`config.mk`:
```
export PLATFORM = sky130hd
export DESIGN_NAME = dac_spi_tx
export DESIGN_NICKNAME = d
export VERILOG_FILES = /design/src/rtl/dac_spi_tx.sv
export SDC_FILE = /design/constraint.sdc
export NUM_CORES = 1
export LEC_CHECK = 0
export BUFFER_PORTS_ARGS = -buffer_cell sky130_fd_sc_hd__buf_2
export CORE_UTILIZATION = 29
export CTS_BUF_LIST = sky130_fd_sc_hd__clkbuf_4
export DETAILED_ROUTE_END_ITERATION = 8
export PLACE_DENSITY = 0.53
export REMOVE_ABC_BUFFERS = 1
export SYNTH_ARGS = -nofsm -noshare
export SYNTH_HDL_FRONTEND = slang
export SYNTH_SLANG_ARGS = --single-unit
```
`constraint.sdc`:
```
create_clock -name clk -period 5.68 [get_ports clk]
set_clock_uncertainty 0.1 [all_clocks]
set_input_delay 0 -clock clk [delete_from_list [all_inputs] [get_ports clk]]
set_output_delay 0 -clock clk [all_outputs]
set_load 0.05 [all_outputs]
```
`src/rtl/dac_spi_tx.sv`:
```
// Round-robin two-channel SPI transmitter for a dual 12-bit DAC (MCP4922-class).
// One pending word per channel; each word goes out as a 16-bit mode-0 frame with the channel/config header.
module dac_spi_tx #(
  parameter int   CLK_DIV  = 2,
  parameter int   CS_GAP   = 2,
  parameter logic DAC_BUF  = 1'b1,
  parameter logic DAC_GA_N = 1'b1
) (
  input  logic        clk,
  input  logic        rst_n,
  input  logic [11:0] dac0,
  input  logic        dac0_dv,
  input  logic [11:0] dac1,
  input  logic        dac1_dv,
  output logic        spi_sclk,
  output logic        spi_mosi,
  output logic        spi_cs_n,
  output logic        busy,
  output logic        frame_done,
  output logic        dac0_ovf,
  output logic        dac1_ovf
);

  localparam int NUM_CH = 2;
  localparam int DIV_W  = (CLK_DIV > 1) ? $clog2(CLK_DIV) : 1;
  localparam int GAP_W  = (CS_GAP  > 1) ? $clog2(CS_GAP)  : 1;
  localparam logic [DIV_W-1:0] DIV_MAX = DIV_W'(CLK_DIV - 1);
  localparam logic [GAP_W-1:0] GAP_MAX = GAP_W'(CS_GAP - 1);

  localparam logic [2:0] S_IDLE  = 3'd0;
  localparam logic [2:0] S_LOAD  = 3'd1;
  localparam logic [2:0] S_SETUP = 3'd2;
  localparam logic [2:0] S_SHIFT = 3'd3;
  localparam logic [2:0] S_GAP   = 3'd4;

  logic [2:0]              state;
  logic [DIV_W-1:0]        div_cnt;
  logic [GAP_W-1:0]        gap_cnt;
  logic [3:0]              bit_cnt;
  logic [14:0]             shreg;
  logic                    last_ch;

  logic [NUM_CH-1:0][11:0] din, dq;
  logic [NUM_CH-1:0]       dv, clr, pend, ovf;
  logic                    win, load_go;
  logic [15:0]             frame;

  assign din = {dac1, dac0};
  assign dv  = {dac1_dv, dac0_dv};

  // Clearing happens on the IDLE->LOAD edge; a dv on that same edge keeps the new word pending.
  assign load_go = (state == S_IDLE) && (|pend);
  assign clr     = {load_go & win, load_go & ~win};

  for (genvar c = 0; c < NUM_CH; c++) begin : g_ch
    logic [11:0] q;
    logic        p, o;
    always_ff @(posedge clk or negedge rst_n) begin
      if (!rst_n) begin
        q <= '0;
        p <= 1'b0;
        o <= 1'b0;
      end else begin
        o <= dv[c] & p & ~clr[c];
        if (dv[c]) begin
          q <= din[c];
          p <= 1'b1;
        end else if (clr[c]) begin
          p <= 1'b0;
        end
      end
    end
    assign dq[c]   = q;
    assign pend[c] = p;
    assign ovf[c]  = o;
  end

  assign dac0_ovf = ovf[0];
  assign dac1_ovf = ovf[1];

  always_comb begin
    win = pend[1];
    if (&pend) win = ~last_ch;
  end

  assign frame = {win, DAC_BUF, DAC_GA_N, 1'b1, dq[win]};
  assign busy  = (state != S_IDLE);

  always_ff @(posedge clk or negedge rst_n) begin
    if (!rst_n) begin
      state      <= S_IDLE;
      div_cnt    <= '0;
      gap_cnt    <= '0;
      bit_cnt    <= '0;
      shreg      <= '0;
      last_ch    <= 1'b1;
      spi_sclk   <= 1'b0;
      spi_mosi   <= 1'b0;
      spi_cs_n   <= 1'b1;
      frame_done <= 1'b0;
    end else begin
      frame_done <= 1'b0;
      case (state)
        S_IDLE: begin
          if (load_go) begin
            state    <= S_LOAD;
            shreg    <= frame[14:0];
            spi_mosi <= frame[15];
            spi_cs_n <= 1'b0;
            bit_cnt  <= 4'd15;
            last_ch  <= win;
          end
        end
        S_LOAD: begin
          state   <= S_SETUP;
          div_cnt <= DIV_MAX;
        end
        S_SETUP: begin
          if (div_cnt == '0) begin
            state    <= S_SHIFT;
            spi_sclk <= 1'b1;
            div_cnt  <= DIV_MAX;
          end else begin
            div_cnt <= div_cnt - 1'b1;
          end
        end
        S_SHIFT: begin
          if (div_cnt != '0) begin
            div_cnt <= div_cnt - 1'b1;
          end else begin
            div_cnt <= DIV_MAX;
            if (spi_sclk) begin
              // Data advances on the falling edge; the last bit holds through its low phase.
              spi_sclk <= 1'b0;
              if (bit_cnt != 4'd0) begin
                spi_mosi <= shreg[14];
                shreg    <= {shreg[13:0], 1'b0};
              end
            end else if (bit_cnt == 4'd0) begin
              state      <= S_GAP;
              spi_cs_n   <= 1'b1;
              spi_mosi   <= 1'b0;
              frame_done <= 1'b1;
              gap_cnt    <= GAP_MAX;
            end else begin
              bit_cnt  <= bit_cnt - 1'b1;
              spi_sclk <= 1'b1;
            end
          end
        end
        S_GAP: begin
          if (gap_cnt == '0) state <= S_IDLE;
          else               gap_cnt <= gap_cnt - 1'b1;
        end
        default: state <= S_IDLE;
      endcase
    end
  end

endmodule

```
Yosys cells after proc, flatten, opt, wreduce, memory -nomap -nowiden
Cells that the tools add are included.
Storage, ports and cells
  register bits: 57
  input bits: 28
  output and inout port bits: 7
  word-level logic and storage cells: 115
Operators by class
  add/subtract/negate cells: 3
  magnitude comparators: 1
  equal/unequal tests: 15
  mux-type cells: 48
  bitwise operators: 10
  reduce and logical (&&, ||, !) cells: 22
Operators with widths (count)
  $mux 15: 4
  $pmux 15 s2: 1
  $mux 1: 24
  $mux 12: 2
  $reduce_and 5->1: 4
  $mux 3: 6
  $ne 2x2->1 const B: 9
  $mux 4: 4
  $pmux 3 s5: 1
  $reduce_bool 2->1: 6
  $pmux 1 s2: 5
  $pmux 4 s2: 1
  $and 1x1->1: 6
  $eq 3x2->1 const B: 2
  $ne 3x3->1 const B: 2
  $reduce_and 6->1: 1
  $logic_not 4->1: 1
  $not 1->1: 4
  $reduce_and 2->1: 2
  $reduce_and 4->1: 1
  $reduce_bool 4->1: 1
  $reduce_or 2->1: 2
  $sub 4x1->4 const B: 1
  $eq 3x1->1 const B: 1
  other kinds (7): 8

Depth between registers and ports, before layout
  word-level depth: 6
  depth in mapped cells: 7
  gate-level depth less buffers: 6

Least setup slack after synthesis
OpenSTA, ideal clock, no wires.
  path type: flip-flop to flip-flop
  from: reg state[1]
  to: reg shreg[10]
  library setup time: 125 ps
  arrival time: 1607 ps
  data required time: 5455 ps
  path slack: 3848 ps
  cell stages (with the launch flop): 7
  path buffers: 2
  clock period less this slack: 1832 ps
  cells stage by stage: dfrtp_1 > buf_6 > nor3_4 > o21ai_1 > a22oi_4 > buf_6 > mux2_4
On the way
  longest elaborated chain between the ends: 4
  elaborated cells on any way between the ends: 10
  classes of those cells: 5 x eq/ne; 1 x mux; 4 x reduce/logical
Ends and longest elaborated chain
  start, declared: line 36  | logic [2:0] state;
  start signal, assigned: line 91  | state <= S_IDLE;
  start signal, assigned: line 106  | state <= S_LOAD;
  start signal, assigned: line 115  | state <= S_SETUP;
  $logic_not 3->1: line 52, 103
  $logic_and 1x1->1: line 52  | assign load_go = (state == S_IDLE) && (|pend);
  $ne 2x2->1 (no line)
  $reduce_and 5->1 (no line)
  end signal, assigned: line 107  | shreg <= frame[14:0];
  end signal, assigned: line 137  | shreg <= {shreg[13:0], 1'b0};
  end, declared: line 40  | logic [14:0] shreg;
Parallel ways exist; a longest one is shown, timed or not.
A chain may end at the register's enable or synchronous reset.

Final worst setup path
  from: reg state[1]
  to: reg bit_cnt[1]
On the way
  longest elaborated chain between the ends: 4
  elaborated cells on any way between the ends: 10
  classes of those cells: 5 x eq/ne; 1 x mux; 4 x reduce/logical
Ends and longest elaborated chain
  $logic_not 3->1: line 52, 103
  $logic_and 1x1->1: line 52
  $ne 2x2->1 (no line)
  $reduce_and 5->1 (no line)
  end signal, assigned: line 146  | bit_cnt <= bit_cnt - 1'b1;
  end, declared: line 39  | logic [3:0] bit_cnt;
Parallel ways exist; a longest one is shown, timed or not.

==> results.cfg <==
[sta]
setup_viol = 0
drv_slew = 0
finalCritPeriodShare = 0.412
tns_ns = 0
hold_violations = 0
tightestPinTransition_ns = 0.958
worst_slack_ns = 3.34
max_freq_mhz = 428
rsz0062_at_grt = no
max_slew_margin = 0.358
min_period_ns = 2.34

[power]
p_seq_frac = 0.501
internal_power_uw = 666
p_total_uw = 872
p_leak_uw = 0.00157
p_sw_frac = 0.236
ir_worst_vdd_mv = 0.169
combPwrFrac = 0.112
p_per_area_mw_per_mm2 = 248
power_frac_clock = 0.387
p_sw_uw = 206

[layout]
final_util = 0.403
fin_nets = 323
antenna_cells = 0
syn_to_final_growth_pct = 34.5
drive_gt1_frac = 0.324
final_common_cell = dfrtp_1
layout_common_cells = dfrtp_1 (55), dlygate4sd3_1 (49), buf_2 (34), mux2_2 (29), o21ai_0 (17)

[die]
num_rows = 34
ioPinCount = 35
fp.dieH_um = 96.9
fp.dieW_um = 96.9
initial_core_util = 0.299
dieArea_mm2 = 0.00939
fp.coreArea_mm2 = 0.00872

[synth]
synth_area_per_cell_um2 = 12.5
synth_edf_count = 0
synth-main-ff-cell = dfrtp_1
async_flop_share = 1.00
synthCells = 209
synthDominantCellAreaShare = 0.527
ys_ff_latch = 57
synthTopCellsByArea = dfrtp_1 (53%), mux2_2 (13%), mux2i_1 (5.0%)
synth_warnings = 0
synth_seq_area_share = 0.547
synth_top_cell_by_area = dfrtp_1
synth_area_mm2 = 0.00261
yosysUniqueCellTypes = 48

[critical_path]
critPathMaxFanout = 27
end_kind = flop
worstPathRequired_ns = 5.85
arrival_ns = 2.50
ff2ff_setup_slack_ns = 3.34
cp-start-kind = flop
critPathKind = flop to flop

[global_routing]
grt_max_degree = 58
antenna_found_initial = 0
grt_pass1_vias = 1928
overflow = 0
grt_pass1_wl_um = 9080
grt_usage = 0.120

[cts]
postCtsSetupRepairBufs = 0
cts.sinks = 57
numCtsBuffers = 9
ctsHtreeMaxLevel = 3
root_buffer = clkbuf_4
clkLatencyLatePin_ns = 0.40
path_clk_slew_ns = 0.11
cts.path.max_buffers = 2
cts_tree = built

[routing]
route.detailed.drc = 0
vias_per_cell = 4.62
wl_um = 5240
drt_iter0_markers = 57
ant_nets = 0
drt_first_pass_iters = 4
dr_total_vias = 1882
routedWlPerCell_um = 12.9

[flow_run]
maxCapViolations = 0

[status]
status = completed

[placed_design]
hpwl_um = 3260
io_buffers = 34
gp_congestion = 0.733
pre_cts_ws_ns = 3.38

[worst_hold_path]
worstHoldPathType = input port to async pin
## synthesized netlist by cell type, drive strengths merged, types with 3 or more instances
cell / instances
dfrtp: 55
nor2: 9
buf: 9
a21oi: 3
inv: 7
nor3: 6
nand3: 3
mux2i: 13
nand2: 15
o21ai: 18
mux2: 35
o22a: 3
## through the flow
stage / instance area (um2) / hold WS (ns) / cells
after floorplan: 2550 / -0.396 / 199
after global placement: 2860 / 0.0993 / 342
after detailed placement: 2860 / 0.101 / 342
after CTS: 3510 / 0.177 / 407
after global routing: 3510 / 0.211 / 407
final: 3510 / 0.144 / 407
## worst paths after layout
| check | startpoint | end | cells after the start |
|---|---|---|---|
| worst max-delay path | state[1]$_DFFE_PN0P_ | bit_cnt[1]$_DFFE_PN0P_ | 4 |
| worst min-delay path | rst_n | bit_cnt[2]$_DFFE_PN0P_ | 3 |
| worst max register to register | state[1]$_DFFE_PN0P_ | bit_cnt[1]$_DFFE_PN0P_ | 4 |
| worst min register to register | shreg[12]$_DFFE_PN0P_ | shreg[13]$_DFFE_PN0P_ | 1 |
| max in group asynchronous | rst_n | shreg[1]$_DFFE_PN0P_ | 3 |
| min in group clk | dac1[11] | g_ch[1].q[11]$_DFFE_PN0P_ | 3 |
## flip-flops by register name, indices dropped and copies added, names as in the netlist
signal	cells
g_ch.q	24
shreg	15
bit_cnt	4
state	3
g_ch.p	2
dac0_ovf	1
dac1_ovf	1
div_cnt	1
frame_done	1
gap_cnt	1
last_ch	1
spi_cs_n	1
spi_mosi	1
spi_sclk	1
## final cells by class
class	instances	area, um2
repair buffers	84	668
flip-flops and latches	57	1430
multi-input cells	135	1090
clock inverters	7	95.1
well taps	108	135
inverters	7	26.3
clock buffers	9	67.6
fillers	836	5210
## what timing repair did
action | 4_1_cts | 5_1_grt
hold buffers | 49 | 0
gates resized for setup | 0 | 0
endpoints found under the hold margin | 83 | 0
## cells by family after synthesis
family,share of synthesized area
AOI/OAI and AO/OA,0.0992
adders and majority gates,0.00479
buffers and inverters,0.0350
DFF,0.547
muxes,0.209
and+or+nand+nor,0.104
## critical path, cell delays in order, from the launching register on
cell and delay (ns):
dfrtp_1 0.55, and3b_1 0.79, o21ai_0 0.33, o21ai_0 0.28, a22oi_1 0.16
## power groups by stage
| stage | logic, uW | registers (uW) | clock network, uW |
|---|---|---|---|
| 5_1_grt | 108 | 440 | 364 |
| 3_3_place_gp | 61.2 | 444 | 0 |
| 2_1_floorplan | 30.0 | 446 | 0 |
| 6_report | 97.8 | 437 | 338 |
| 4_1_cts | 98.4 | 437 | 349 |
| 3_5_place_dp | 62.3 | 445 | 0 |
## per-layer routing
metal  vias up  track usage  share of wire
li1        925            -              -
met1       913        0.148           0.47
met2        39        0.197           0.49
met3         5       0.0405          0.038
met4         0       0.0379         0.0095
met5         -            0              0
Power figures use the tool's default switching activity.
